### src/rtl/s3_pkg.sv
// Shared definitions for the S3 context-retention subsystem.
// Holds the power FSM state type, datapath width defaults and the delay
// counter width, so the sequencer, its counter and the RAM agree on them.
package s3_pkg;

    localparam int unsigned DATA_W_DEFAULT = 4;
    localparam int unsigned OP_W_DEFAULT   = 2;
    localparam int unsigned CNT_W          = 4;

    // Encodings are visible on power_state, so the values are fixed.
    typedef enum logic [2:0] {
        StActive  = 3'd0,
        StSave    = 3'd1,
        StEntry   = 3'd2,
        StS3      = 3'd3,
        StWake    = 3'd4,
        StRestore = 3'd5,
        StCapture = 3'd6
    } power_state_e;

    // A settle delay must fit the 4-bit counter and last at least one cycle.
    function automatic bit delay_legal(input int unsigned delay);
        return (delay >= 1) && (delay <= 15);
    endfunction

endpackage

### src/rtl/s3_power_sequencer_if.sv
// Bus between the power sequencer (master) and the S3 retention RAM (slave).
// Ports:
//   ram_we / ram_s3        : write strobe and store(1)/retrieve(0) select
//   ram_*_wr               : context driven into the RAM on store
//   ram_result .. ram_operation : context returned by the RAM on retrieve
interface s3_power_sequencer_if
    import s3_pkg::*;
#(
    parameter int unsigned DATA_W = DATA_W_DEFAULT,
    parameter int unsigned OP_W   = OP_W_DEFAULT
);

    logic              ram_we;
    logic              ram_s3;
    logic [DATA_W-1:0] ram_result_wr;
    logic [DATA_W-1:0] ram_a_wr;
    logic [DATA_W-1:0] ram_b_wr;
    logic [OP_W-1:0]   ram_op_wr;
    logic [DATA_W-1:0] ram_result;
    logic [DATA_W-1:0] ram_operand_a;
    logic [DATA_W-1:0] ram_operand_b;
    logic [OP_W-1:0]   ram_operation;

    modport master (
        output ram_we, ram_s3, ram_result_wr, ram_a_wr, ram_b_wr, ram_op_wr,
        input  ram_result, ram_operand_a, ram_operand_b, ram_operation
    );

    modport slave (
        input  ram_we, ram_s3, ram_result_wr, ram_a_wr, ram_b_wr, ram_op_wr,
        output ram_result, ram_operand_a, ram_operand_b, ram_operation
    );

endinterface

### src/rtl/s3_delay_counter.sv
// Settle-delay down-counter shared by the S3 entry and wake phases.
// Ports:
//   clk, reset_n : clock, synchronous active-low reset (count -> 0)
//   load         : load load_val this edge (has priority over counting)
//   load_val     : value loaded, i.e. delay - 1
//   enable       : decrement while non-zero
//   done         : count is zero
module s3_delay_counter
    import s3_pkg::*;
(
    input  logic             clk,
    input  logic             reset_n,
    input  logic             load,
    input  logic [CNT_W-1:0] load_val,
    input  logic             enable,
    output logic             done
);

    logic [CNT_W-1:0] count_q;
    logic [CNT_W-1:0] count_d;

    always_comb begin
        count_d = count_q;
        if (load) begin
            count_d = load_val;
        end else if (enable && (count_q != '0)) begin
            count_d = count_q - 1'b1;
        end
    end

    always_ff @(posedge clk) begin
        if (!reset_n) begin
            count_q <= '0;
        end else begin
            count_q <= count_d;
        end
    end

    assign done = (count_q == '0);

endmodule

### src/rtl/s3_power_sequencer.sv
// S3 power sequencer: saves live ALU context into the retention RAM on sleep
// entry, gates the ALU clock while resident, and restores the context on wake.
// Ports:
//   clk, reset_n           : clock, synchronous active-low reset
//   sleep_req, wake_req    : sampled power requests
//   alu_result .. operation: live ALU context to save
//   ram                    : retention RAM bus (master side)
//   alu_clk_en             : ALU clock enable
//   sleep_ack              : level, resident in S3
//   wake_ack               : one-cycle pulse, context restored and ALU resumed
//   ctx_valid, ctx_*       : restored context for the ALU
//   power_state            : FSM state encoding for debug
module s3_power_sequencer
    import s3_pkg::*;
#(
    parameter int unsigned DATA_W      = DATA_W_DEFAULT,
    parameter int unsigned OP_W        = OP_W_DEFAULT,
    parameter int unsigned ENTRY_DELAY = 4,
    parameter int unsigned WAKE_DELAY  = 8
) (
    input  logic                 clk,
    input  logic                 reset_n,
    input  logic                 sleep_req,
    input  logic                 wake_req,
    input  logic [DATA_W-1:0]    alu_result,
    input  logic [DATA_W-1:0]    operand_a,
    input  logic [DATA_W-1:0]    operand_b,
    input  logic [OP_W-1:0]      operation,
    s3_power_sequencer_if.master ram,
    output logic                 alu_clk_en,
    output logic                 sleep_ack,
    output logic                 wake_ack,
    output logic                 ctx_valid,
    output logic [DATA_W-1:0]    ctx_result,
    output logic [DATA_W-1:0]    ctx_a,
    output logic [DATA_W-1:0]    ctx_b,
    output logic [OP_W-1:0]      ctx_op,
    output logic [2:0]           power_state
);

    if (!delay_legal(ENTRY_DELAY)) begin : g_bad_entry_delay
        $error("ENTRY_DELAY must be in 1..15");
    end
    if (!delay_legal(WAKE_DELAY)) begin : g_bad_wake_delay
        $error("WAKE_DELAY must be in 1..15");
    end

    localparam logic [CNT_W-1:0] ENTRY_LOAD = CNT_W'(ENTRY_DELAY - 1);
    localparam logic [CNT_W-1:0] WAKE_LOAD  = CNT_W'(WAKE_DELAY - 1);

    power_state_e      state_q, state_d;
    logic              wake_pending_q, wake_pending_d;
    logic              wake_ack_q, wake_ack_d;
    logic              ctx_valid_q, ctx_valid_d;
    logic [DATA_W-1:0] ctx_result_q, ctx_result_d;
    logic [DATA_W-1:0] ctx_a_q, ctx_a_d;
    logic [DATA_W-1:0] ctx_b_q, ctx_b_d;
    logic [OP_W-1:0]   ctx_op_q, ctx_op_d;

    logic              cnt_load;
    logic [CNT_W-1:0]  cnt_load_val;
    logic              cnt_enable;
    logic              cnt_done;

    s3_delay_counter u_delay_counter (
        .clk      (clk),
        .reset_n  (reset_n),
        .load     (cnt_load),
        .load_val (cnt_load_val),
        .enable   (cnt_enable),
        .done     (cnt_done)
    );

    assign cnt_enable = (state_q == StEntry) || (state_q == StWake);

    always_comb begin
        state_d        = state_q;
        wake_pending_d = wake_pending_q;
        cnt_load       = 1'b0;
        cnt_load_val   = ENTRY_LOAD;
        wake_ack_d     = (state_q == StCapture);
        ctx_valid_d    = ctx_valid_q;
        ctx_result_d   = ctx_result_q;
        ctx_a_d        = ctx_a_q;
        ctx_b_d        = ctx_b_q;
        ctx_op_d       = ctx_op_q;

        case (state_q)
            StActive: begin
                // Sleep wins over a simultaneous wake; wake is ignored here.
                if (sleep_req) begin
                    state_d     = StSave;
                    ctx_valid_d = 1'b0;
                end
            end
            StSave: begin
                if (wake_req) wake_pending_d = 1'b1;
                state_d      = StEntry;
                cnt_load     = 1'b1;
                cnt_load_val = ENTRY_LOAD;
            end
            StEntry: begin
                if (wake_req) wake_pending_d = 1'b1;
                if (cnt_done) state_d = StS3;
            end
            StS3: begin
                // An early wake still costs exactly one resident cycle.
                if (wake_req || wake_pending_q) begin
                    state_d        = StWake;
                    wake_pending_d = 1'b0;
                    cnt_load       = 1'b1;
                    cnt_load_val   = WAKE_LOAD;
                end
            end
            StWake: begin
                if (cnt_done) state_d = StRestore;
            end
            StRestore: begin
                state_d = StCapture;
            end
            StCapture: begin
                // RAM outputs were registered at the end of RESTORE.
                state_d      = StActive;
                ctx_valid_d  = 1'b1;
                ctx_result_d = ram.ram_result;
                ctx_a_d      = ram.ram_operand_a;
                ctx_b_d      = ram.ram_operand_b;
                ctx_op_d     = ram.ram_operation;
            end
            default: begin
                state_d = StActive;
            end
        endcase
    end

    always_ff @(posedge clk) begin
        if (!reset_n) begin
            state_q        <= StActive;
            wake_pending_q <= 1'b0;
            wake_ack_q     <= 1'b0;
            ctx_valid_q    <= 1'b0;
            ctx_result_q   <= '0;
            ctx_a_q        <= '0;
            ctx_b_q        <= '0;
            ctx_op_q       <= '0;
        end else begin
            state_q        <= state_d;
            wake_pending_q <= wake_pending_d;
            wake_ack_q     <= wake_ack_d;
            ctx_valid_q    <= ctx_valid_d;
            ctx_result_q   <= ctx_result_d;
            ctx_a_q        <= ctx_a_d;
            ctx_b_q        <= ctx_b_d;
            ctx_op_q       <= ctx_op_d;
        end
    end

    // Strobes decode from the registered state only.
    always_comb begin
        ram.ram_we  = (state_q == StSave) || (state_q == StRestore);
        ram.ram_s3  = (state_q == StSave) || (state_q == StEntry) || (state_q == StS3);
        alu_clk_en  = (state_q == StActive) || (state_q == StSave);
        sleep_ack   = (state_q == StS3);
    end

    // Live context goes straight to the RAM so it is captured at the end of SAVE.
    assign ram.ram_result_wr = alu_result;
    assign ram.ram_a_wr      = operand_a;
    assign ram.ram_b_wr      = operand_b;
    assign ram.ram_op_wr     = operation;

    assign wake_ack    = wake_ack_q;
    assign ctx_valid   = ctx_valid_q;
    assign ctx_result  = ctx_result_q;
    assign ctx_a       = ctx_a_q;
    assign ctx_b       = ctx_b_q;
    assign ctx_op      = ctx_op_q;
    assign power_state = state_q;

endmodule

### src/flat_wrapper.sv
// flat-port wrapper written by rule: the top's interface ports become plain ports
module s3_power_sequencer_flat import s3_pkg::*;
#(
    parameter int unsigned DATA_W      = DATA_W_DEFAULT,
    parameter int unsigned OP_W        = OP_W_DEFAULT,
    parameter int unsigned ENTRY_DELAY = 4,
    parameter int unsigned WAKE_DELAY  = 8
)
  (clk, reset_n, sleep_req, wake_req, alu_result, operand_a, operand_b, operation, alu_clk_en, sleep_ack, wake_ack, ctx_valid, ctx_result, ctx_a, ctx_b, ctx_op, power_state, ram_ram_we, ram_ram_s3, ram_ram_result_wr, ram_ram_a_wr, ram_ram_b_wr, ram_ram_op_wr, ram_ram_result, ram_ram_operand_a, ram_ram_operand_b, ram_ram_operation);
  s3_power_sequencer_if #(.DATA_W(DATA_W), .OP_W(OP_W)) ram_i ();
  input  logic clk;
  input  logic reset_n;
  input  logic sleep_req;
  input  logic wake_req;
  input  logic [DATA_W-1:0] alu_result;
  input  logic [DATA_W-1:0] operand_a;
  input  logic [DATA_W-1:0] operand_b;
  input  logic [OP_W-1:0] operation;
  output logic alu_clk_en;
  output logic sleep_ack;
  output logic wake_ack;
  output logic ctx_valid;
  output logic [DATA_W-1:0] ctx_result;
  output logic [DATA_W-1:0] ctx_a;
  output logic [DATA_W-1:0] ctx_b;
  output logic [OP_W-1:0] ctx_op;
  output logic [2:0] power_state;
  output wire logic [$bits(ram_i.ram_we)-1:0] ram_ram_we;
  output wire logic [$bits(ram_i.ram_s3)-1:0] ram_ram_s3;
  output wire logic [$bits(ram_i.ram_result_wr)-1:0] ram_ram_result_wr;
  output wire logic [$bits(ram_i.ram_a_wr)-1:0] ram_ram_a_wr;
  output wire logic [$bits(ram_i.ram_b_wr)-1:0] ram_ram_b_wr;
  output wire logic [$bits(ram_i.ram_op_wr)-1:0] ram_ram_op_wr;
  input wire logic [$bits(ram_i.ram_result)-1:0] ram_ram_result;
  input wire logic [$bits(ram_i.ram_operand_a)-1:0] ram_ram_operand_a;
  input wire logic [$bits(ram_i.ram_operand_b)-1:0] ram_ram_operand_b;
  input wire logic [$bits(ram_i.ram_operation)-1:0] ram_ram_operation;
  assign ram_ram_we = ram_i.ram_we;
  assign ram_ram_s3 = ram_i.ram_s3;
  assign ram_ram_result_wr = ram_i.ram_result_wr;
  assign ram_ram_a_wr = ram_i.ram_a_wr;
  assign ram_ram_b_wr = ram_i.ram_b_wr;
  assign ram_ram_op_wr = ram_i.ram_op_wr;
  assign ram_i.ram_result = ram_ram_result;
  assign ram_i.ram_operand_a = ram_ram_operand_a;
  assign ram_i.ram_operand_b = ram_ram_operand_b;
  assign ram_i.ram_operation = ram_ram_operation;
  s3_power_sequencer #(.DATA_W(DATA_W), .OP_W(OP_W), .ENTRY_DELAY(ENTRY_DELAY), .WAKE_DELAY(WAKE_DELAY)) u_core (.clk(clk), .reset_n(reset_n), .sleep_req(sleep_req), .wake_req(wake_req), .alu_result(alu_result), .operand_a(operand_a), .operand_b(operand_b), .operation(operation), .ram(ram_i), .alu_clk_en(alu_clk_en), .sleep_ack(sleep_ack), .wake_ack(wake_ack), .ctx_valid(ctx_valid), .ctx_result(ctx_result), .ctx_a(ctx_a), .ctx_b(ctx_b), .ctx_op(ctx_op), .power_state(power_state));
endmodule
### config.mk
export PLATFORM = sky130hd
export DESIGN_NAME = s3_power_sequencer_flat
export DESIGN_NICKNAME = d
export VERILOG_FILES = /design/src/rtl/s3_pkg.sv /design/src/rtl/s3_power_sequencer_if.sv /design/src/rtl/s3_delay_counter.sv /design/src/rtl/s3_power_sequencer.sv /design/src/flat_wrapper.sv
export SDC_FILE = /design/constraint.sdc
export NUM_CORES = 1
export LEC_CHECK = 0
export BUFFER_PORTS_ARGS = -buffer_cell sky130_fd_sc_hd__clkbuf_2
export CAP_MARGIN = 15
export CORE_UTILIZATION = 25
export CTS_BUF_LIST = sky130_fd_sc_hd__clkbuf_8
export DETAILED_ROUTE_END_ITERATION = 8
export REMOVE_ABC_BUFFERS = 1
export SYNTH_ARGS = -nofsm -noshare
export SYNTH_HDL_FRONTEND = slang
export SYNTH_SLANG_ARGS = --single-unit
### constraint.sdc
create_clock -name clk -period 1.3 [get_ports clk]
set_input_delay 0.13 -clock clk [delete_from_list [all_inputs] [get_ports clk]]
set_output_delay 0.13 -clock clk [all_outputs]
set_load 0.01 [all_outputs]
Word level (Yosys, flattened, before mapping)
Cells that the tools add are included.
- logic and storage cells: 54
- flip-flop bits (word level): 24
- mux-type cells: 16
- add/subtract/negate cells: 1
- reductions and logical operators: 17
- eq/ne operators: 11
- operators by type and width (operator ; count):
    one-hot mux 3 bit (6 select lines) ; 1
    2-to-1 mux 3 bit ; 5
    2-to-1 mux 4 bit ; 3
    == test 3 bit (second input constant) ; 3
    inequality test 2 x 1 -> 1 bit (second input constant) ; 4
    == test 3 x 2 -> 1 bit (second input constant) ; 2
    logical OR 1 bit ; 6
    one-hot mux 1 bit (2 select lines) ; 3
    nonzero test 2 bit ; 3
    logical NOT 4 bit ; 1
    2-to-1 mux 1 bit ; 4
    AND reduction 4 bit ; 1
    nonzero test 4 bit ; 1
    subtractor 4 x 1 -> 4 bit (second input constant) ; 1
    == test 3 x 1 -> 1 bit (second input constant) ; 1
    logical NOT 3 bit ; 1
    AND reduction 3 bit ; 1
    inequality test 2 bit (second input constant) ; 1
    AND reduction 2 bit ; 1
    OR reduction 2 bit ; 1
    logical AND 1 bit ; 1

Depth between registers and ports, before layout
Gate-level depths: netlist of run 1.
- word-level depth: 5
- depth in mapped cells: 6

By module
From an unflattened synthesis of run 1, not the netlist that was laid out.
- cells, all modules: 150
- area total of the unflattened synthesis: 1251.2 µm²
- by module, submodules not included (module ; sequential area each (µm²) ; cells an instance ; area an instance (µm²) ; times used):
    s3_power_sequencer ; 400.4 ; 119 ; 994.7 ; 1
    s3_delay_counter ; 80.1 ; 31 ; 256.5 ; 1

Worst setup path before layout of run 1
No wires, ideal clock.
- path kind: reg2reg
- from: register u_core.u_delay_counter.count_q[0]
- to: register u_core.state_q[0], in the netlist u_core.power_state[0]
- stages on the path, launching flop included: 7
- data required time: 1.242 ns
- arrival time: 1.313 ns
- setup slack: -0.071 ns
- library setup time: 0.058 ns
- clock period less this slack: 1.371 ns
- cells stage by stage: dfxtp_1 > inv_1 > ha_1 > nor3b_4 > nor3_4 > a2111oi_2 > o21a_1
- cells in the longest elaborated chain, start to end: 3
- elaborated cells on any way between the ends: 4
- those cells by class: eq/ne: 2; reduce/logical: 2
- ends and longest elaborated chain (item ; RTL line ; text):
    from (decl) ; s3_delay_counter.sv:19 ; logic [CNT_W-1:0] count_q;
    from (signal assigned) ; s3_delay_counter.sv:35 ; count_q <= count_d;
    logical NOT 4 bit (*) ; s3_delay_counter.sv:39 ; assign done = (count_q == '0);
    inequality test 2 x 1 -> 1 bit (no source line) ; - ;
    AND reduction 4 bit (no source line) (*) ; - ;
    to (signal assigned) ; s3_power_sequencer.sv:138 ; state_q <= StActive;
    to (signal assigned) ; s3_power_sequencer.sv:147 ; state_q <= state_d;
    to (decl) ; s3_power_sequencer.sv:51 ; power_state_e state_q, state_d;
Every way passes the cells marked *; elsewhere a longest branch is shown, timed or not.
A chain may end at the register's enable or synchronous reset.

Worst setup path in the final report of run 1
- from: register u_core.u_delay_counter.count_q[0]
- to: register u_core.u_delay_counter.count_q[3]
- cells in the longest elaborated chain, start to end: 3
- elaborated cells on any way between the ends: 6
- those cells by class: add/sub: 1; mux: 2; reduce/logical: 3
- ends and longest elaborated chain (item ; RTL line ; text):
    subtractor 4 x 1 -> 4 bit or nonzero test 4 bit (tied branches) ; s3_delay_counter.sv:27, s3_delay_counter.sv:26 ;
    2-to-1 mux 4 bit or logical AND 1 bit (tied branches) ; s3_delay_counter.sv:26 ; end else if (enable && (count_q != '0)) begin
    2-to-1 mux 4 bit or nonzero test 2 bit (tied branches) ; - ;
Parallel ways exist; a longest one is shown, timed or not. The select of a mux whose other input is x is not followed.

==> results of run 1 <==
[per-layer routing]
| layer | part of all wire [%] | wire (um) |
|---|---|---|
| met5 | 0 | 0 |
| met4 | 1.1 | 31 |
| met3 | 7.5 | 209 |
| met2 | 47 | 1300 |
| met1 | 44 | 1230 |
[flip-flops by register name, summed over array words and instances, names as in the netlist]
signal,count
u_core.u_delay_counter.count_q,4
u_core.ctx_valid,1
u_core.ctx_op,2
u_core.ctx_result,4
u_core.ctx_a,4
u_core.wake_ack,1
u_core.power_state,3
u_core.wake_pending_q,1
u_core.ctx_b,4
[repair_timing]
item,4_1_cts,5_1_grt
pin swaps,6,1
cloned,1,0
buffers inserted,2,2
setup endpoints to repair,19,15
resized for setup,19,12
[worst max-delay path by stage]
| stage | startpoint | end | slack (ns) |
|---|---|---|---|
| after detailed placement | u_core.u_delay_counter.count_q[0]$_SDFFE_PN0P_ | u_core.power_state[0]$_SDFFE_PN0P_ | -0.12 |
| after floorplan | u_core.power_state[1]$_SDFFE_PN0P_ | u_core.ctx_a[0]$_SDFFE_PN0P_ | -0.14 |
| after CTS | u_core.u_delay_counter.count_q[0]$_SDFFE_PN0P_ | u_core.u_delay_counter.count_q[3]$_SDFFE_PN0P_ | -0.02 |
| after global routing | u_core.u_delay_counter.count_q[1]$_SDFFE_PN0P_ | u_core.power_state[0]$_SDFFE_PN0P_ | -0.07 |
| final | u_core.u_delay_counter.count_q[0]$_SDFFE_PN0P_ | u_core.u_delay_counter.count_q[3]$_SDFFE_PN0P_ | -0.02 |
| after global placement | u_core.u_delay_counter.count_q[0]$_SDFFE_PN0P_ | u_core.power_state[0]$_SDFFE_PN0P_ | -0.07 |
[synthesized netlist by cell type (all sizes together)]
master    n  area share (%)
and2      2             1.2
dfxtp    24              42
nor3b     1             1.6
a311oi    1            0.77
nand3     1            0.44
a211oi    3             2.0
a21oi    17             7.8
or3       1            0.55
a2111oi   1             1.3
nor2b     2             1.1
nor2      7             2.3
nand2    31              10
o22ai     1            0.55
clkbuf    2            0.66
buf      19              12
nand2b    1            0.55
ha        1             1.1
xnor2     2             3.2
and3      1            0.55
nor3      8             4.9
o21a      1            0.66
inv       5             1.6
o21ai     3             1.3
nor4      1             1.1
[logic make-up after synthesis]
group / share of synthesized area, %
and+or+nand+nor: 24.6
xor gates and xnor gates: 3.19
buffers and inverters: 14.5
DFF: 42.2
adders and majority gates: 1.10
AOI/OAI and AO/OA: 14.4
[per-stage QoR]
| step | hold slack, ns | total power, mW | utilization [%] | instance area, um2 |
|---|---|---|---|---|
| after floorplan | 0.248 | 1.05 | - | 992 |
| after global placement | 0.260 | 1.22 | 31.1 | 1360 |
| after detailed placement | 0.260 | 1.23 | 31.1 | 1360 |
| after CTS | 0.0682 | 1.96 | 34.4 | 1500 |
| after global routing | 0.0755 | 2.09 | 35.7 | 1550 |
| final | 0.0735 | 2.00 | 35.7 | 1550 |
[cell type report]
class | instances | area share, %
Clock buffer | 3 | 2.66
Timing Repair Buffer | 58 | 23.0
Clock inverter | 1 | 1.93
Sequential cell | 24 | 31.5
Inverter | 5 | 1.37
Tap cell | 52 | 4.19
Multi-Input combinational cell | 86 | 35.3
[worst min-delay path: stages]
cell and delay, ns:
clkbuf_2 0.08, nand2_1 0.04, a21oi_1 0.05
[report_power, final]
group	total [mW]	internal (mW)	switching (mW)
registers	0.811	0.773	0.0371
logic	0.527	0.280	0.247
clock network	0.661	0.411	0.250
total	2.00	1.47	0.534
[cell usage in the layout, fill, tap and decap left out, types with 2 or more instances in the layout]
cell / count
a211oi_2: 2
a21oi_1: 16
buf_2: 2
buf_4: 13
buf_6: 4
clkbuf_2: 38
clkbuf_8: 3
dfxtp_1: 19
dfxtp_2: 4
inv_2: 3
nand2_1: 31
nor2_1: 5
nor2b_1: 2
nor3_1: 5
nor3_2: 2
o21ai_0: 3
==> results.py, run 1 <==
metrics = {
    "synthesis": {
        "synth_seq_cells": 24,
        "netlist_area_um2": 1140,
        "ys_seq_area_share_pct": 42.2,
        "yosysUniqueCellTypes": 31,
        "ys_warn_count": 0,
        "syn_area_per_cell_um2": 8.37,
        "syn_inst": 136,
    },
    "critical_path": {
        "cp_num_buf_inv": 1,
        "cp_num_cells": 5,
        "cp.arrival_ns": 1.48,
        "reg2reg_setup_slack_ns": -0.02,
        "cp_top_family": "simple AND/OR/NAND/NOR gates",
        "crit_chain": "buf_6 > or3_4 > nor4_2 > xnor2_1 > nor3_2",
        "rr_startpoint": "u_core.u_delay_counter.count_q[0]$_SDFFE_PN0P_",
        "cp-end-kind": "flip-flop",
        "slowest_delay_ns": 0.38,
        "cpMaxStageDelayCell": "or3_4",
        "crit_required_ns": 1.46,
        "critPathKind": "flip-flop to flip-flop",
        "path_max_fanout": 2,
        "start_kind": "flip-flop",
        "reg2reg_to": "u_core.u_delay_counter.count_q[3]$_SDFFE_PN0P_",
        "r2r_cells": 5,
    },
    "status": {
        "violations": "negative setup slack",
        "status": "complete, but fails checks",
    },
    "global_route": {
        "busiest_layer": "met2",
        "grt_max_degree": 19,
        "grt_use_met2_pct": 17.9,
        "grt_pass1_vias": 943,
        "overflow": 0,
        "grt_util_all_layers_pct": 12.1,
        "met1_usage_pct": 15.2,
        "antenna_found_initial": 0,
        "use_met3_pct": 4.51,
        "grt_first_pass_wirelength_mm": 4.57,
    },
    "route": {
        "ant_nets": 0,
        "viasPerCell": 4.49,
        "wl_per_cell_um": 12.1,
        "wl_mm": 2.78,
        "firstDrtPassIters": 4,
        "num_vias": 1028,
        "first_iter_violations": 36,
        "route.detailed.drc": 0,
    },
    "timing": {
        "relSlewSlack_pct": 81.3,
        "worst_pin_slew_ns": 0.281,
        "clock_skew_ns": 0.00173,
        "rsz0062_at_grt": "true",
        "tns_ns": -0.0445,
        "finalSetupViolations": 3,
        "drv_slew": 0,
        "setup_slack_ns": -0.0238,
        "fin_crit_sh_pct": 102,
        "fin_crit_ns": 1.32,
        "fmax_mhz": 755,
        "hold_violations": 0,
    },
    "die": {
        "design.die.area_um2": 4830,
        "fp.dieW_um": 69.5,
        "ios": 69,
        "initial_core_util_pct": 26.1,
        "die_y_um": 69.5,
        "rows": 24,
        "design.core.area_um2": 4350,
    },
    "placed_design": {
        "port_buffers": 40,
        "dp_cells": 220,
        "gp_congestion": 0.744,
        "hpwlAfterDp_mm": 1.92,
        "place_ws_ns": -0.115,
    },
    "clock_network": {
        "path_clk_slew_ns": 0.09,
        "htree_levels": 1,
        "cts_buffers": 3,
        "worstSkewPairLatency_ns": 0.26,
        "cts_hold_buf": 0,
        "clkSinkCount": 24,
        "clockBufferDepth": 2,
        "cts_tree": "yes",
        "cts_root_buffer": "clkbuf_8",
    },
    "hold_path": {
        "hold-path-cell-count": 3,
        "holdPathEnd": "u_core.ctx_b[3]$_SDFFE_PN0P_",
        "holdCritPathClass": "input port to flip-flop",
        "min_from": "ram_ram_operand_b[3]",
    },
    "layout": {
        "stdcell_count": 229,
        "nets": 211,
        "syn_to_final_growth_pct": 36.5,
        "multi_input_area_um2": 549,
        "antenna_cells": 0,
        "layout-drive-gt1-share_pct": 49.2,
        "fillers": 452,
        "seqCellArea_um2": 489,
    },
    "power_and_ir_drop": {
        "peakVddDrop_v": 0.000447,
        "p_per_area_nw_per_um2": 1290,
        "leakagePower_nw": 0.658,
    },
    "job": {
        "cap_violations": 0,
    },
}
No activity file was read; power rests on OpenSTA's default activity.
==> run 2, diff against run 1 <==
==> constraint.sdc (replaced) <==
create_clock -name clk -period 1.2 [get_ports clk]
set_input_delay 0.12 -clock clk [delete_from_list [all_inputs] [get_ports clk]]
set_output_delay 0.12 -clock clk [all_outputs]
set_load 0.01 [all_outputs]
==> results.py, run 2 (synthesis results as in run 1) <==
metrics = {
    "global_route": {
        "grt_pass1_vias": 926,
        "overflow": 0,
        "grt_max_degree": 19,
        "antenna_found_initial": 0,
        "grt_util_all_layers_pct": 11.3,
        "grt_first_pass_wirelength_mm": 4.28,
    },
    "clock_network": {
        "cts_tree": "yes",
        "clkSinkCount": 24,
        "cts_root_buffer": "clkbuf_8",
        "clockBufferDepth": 2,
        "path_clk_slew_ns": 0.09,
        "cts_buffers": 3,
        "cts_hold_buf": 0,
        "htree_levels": 1,
        "worstSkewPairLatency_ns": 0.27,
    },
    "hold_path": {
        "min_from": "ram_ram_operand_b[2]",
        "holdPathEnd": "u_core.ctx_b[2]$_SDFFE_PN0P_",
        "holdCritPathClass": "input port to flip-flop",
        "hold-path-cell-count": 3,
    },
    "critical_path": {
        "cp-end-kind": "flip-flop",
        "reg2reg_setup_slack_ns": -0.12,
        "reg2reg_to": "u_core.u_delay_counter.count_q[0]$_SDFFE_PN0P_",
        "critPathKind": "flip-flop to flip-flop",
        "rr_startpoint": "u_core.u_delay_counter.count_q[0]$_SDFFE_PN0P_",
        "cp.arrival_ns": 1.50,
        "path_max_fanout": 4,
        "r2r_cells": 6,
        "crit_required_ns": 1.39,
        "start_kind": "flip-flop",
    },
    "timing": {
        "clock_skew_ns": 0.00215,
        "worst_pin_slew_ns": 0.309,
        "fin_crit_ns": 1.32,
        "setup_slack_ns": -0.116,
        "tns_ns": -0.420,
        "relSlewSlack_pct": 79.3,
        "fin_crit_sh_pct": 110,
        "finalSetupViolations": 4,
        "fmax_mhz": 760,
        "hold_violations": 0,
        "rsz0062_at_grt": "true",
        "drv_slew": 0,
    },
    "status": {
        "status": "complete, but fails checks",
        "violations": "negative setup slack",
    },
    "placed_design": {
        "port_buffers": 40,
        "dp_cells": 221,
        "hpwlAfterDp_mm": 1.88,
        "gp_congestion": 0.727,
        "place_ws_ns": -0.240,
    },
    "die": {
        "initial_core_util_pct": 26.1,
        "die_y_um": 69.5,
        "rows": 24,
        "design.die.area_um2": 4830,
        "fp.dieW_um": 69.5,
        "design.core.area_um2": 4350,
        "ios": 69,
    },
    "route": {
        "num_vias": 1086,
        "route.detailed.drc": 0,
        "wl_per_cell_um": 13.5,
        "ant_nets": 0,
        "viasPerCell": 4.56,
        "wl_mm": 3.21,
        "first_iter_violations": 33,
        "firstDrtPassIters": 4,
    },
    "layout": {
        "seqCellArea_um2": 494,
        "final_util_pct": 39.5,
        "layout_commonest_cell": "clkbuf_2",
        "syn_to_final_growth_pct": 51.0,
        "multi_input_area_um2": 578,
        "stdcell_count": 238,
        "layout-drive-gt1-share_pct": 52.7,
        "nets": 220,
        "final_cell_mix": "38 x clkbuf_2, 30 x nand2_1, 19 x dfxtp_1, 18 x buf_4, 16 x a21oi_1",
        "antenna_cells": 0,
        "fillers": 435,
    },
    "job": {
        "cap_violations": 0,
    },
    "power_and_ir_drop": {
        "peakVddDrop_v": 0.000571,
        "p_per_area_nw_per_um2": 1310,
        "leakagePower_nw": 0.747,
    },
}
[run 2: cell count changes in the layout (fill, tap and decap cells not counted), moves of 2 or more]
cell       before  now
clkbuf_16       0    3
dfxtp_2         4    2
dfxtp_4         1    3
buf_4          13   18
[run 2: per-stage QoR]
stage / hold WS (ns) / cell area [um2] / total power [mW]
global route: 0.0661 / 1720 / 2.36
detailed placement: 0.240 / 1390 / 1.33
floorplan: 0.238 / 992 / 1.14
CTS: 0.0473 / 1570 / 2.17
finish: 0.0601 / 1720 / 2.25
global placement: 0.240 / 1390 / 1.33
[run 2: layout make-up]
class	count	share of cell area, %
Multi-Input combinational cell	87	33.6
Sequential cell	24	28.7
Timing Repair Buffer	66	28.5
Tap cell	52	3.78
Clock buffer	3	2.40
Clock inverter	1	1.75
Inverter	5	1.24
[run 2: power by group]
group          internal, mW  switching [mW]
combinational         0.357           0.279
sequential            0.839          0.0467
clock                 0.446           0.281
[run 2: metal layers]
layer	vias up	share of wire [%]	GRT usage, %
met3	2	6.4	4.51
met2	39	46	16.4
met1	508	46	13.8
met5	-	0	4.44
li1	537	-	-
met4	0	0.96	6.12
[run 2: worst max-delay path by stage]
| stage | start | to | slack (ns) | depth (start not counted) |
|---|---|---|---|---|
| floorplan | u_core.power_state[1]$_SDFFE_PN0P_ | u_core.ctx_a[0]$_SDFFE_PN0P_ | -0.24 | 4 |
| global placement | u_core.u_delay_counter.count_q[0]$_SDFFE_PN0P_ | u_core.power_state[0]$_SDFFE_PN0P_ | -0.20 | 6 |
| detailed placement | u_core.u_delay_counter.count_q[0]$_SDFFE_PN0P_ | u_core.power_state[0]$_SDFFE_PN0P_ | -0.24 | 6 |
| CTS | u_core.u_delay_counter.count_q[0]$_SDFFE_PN0P_ | u_core.u_delay_counter.count_q[3]$_SDFFE_PN0P_ | -0.12 | 5 |
| global route | u_core.u_delay_counter.count_q[1]$_SDFFE_PN0P_ | u_core.power_state[0]$_SDFFE_PN0P_ | -0.18 | 6 |
| finish | u_core.u_delay_counter.count_q[0]$_SDFFE_PN0P_ | u_core.u_delay_counter.count_q[0]$_SDFFE_PN0P_ | -0.12 | 6 |
[run 2: repair_timing]
item | in CTS | in global routing
setup endpoints to repair | 24 | 22
setup buffers | 7 | 3
gates cloned | 0 | 4
gates resized for setup | 23 | 17
endpoints found under the hold margin | 0 | 0
pin swaps | 8 | 5
[run 2: critical path: stages, from the launching register on]
cell and delay, ns:
dfxtp_2 0.35, inv_2 0.04, ha_4 0.15, nor3b_4 0.15, nor3_4 0.27, nor3_2 0.08
a211oi_1 0.19
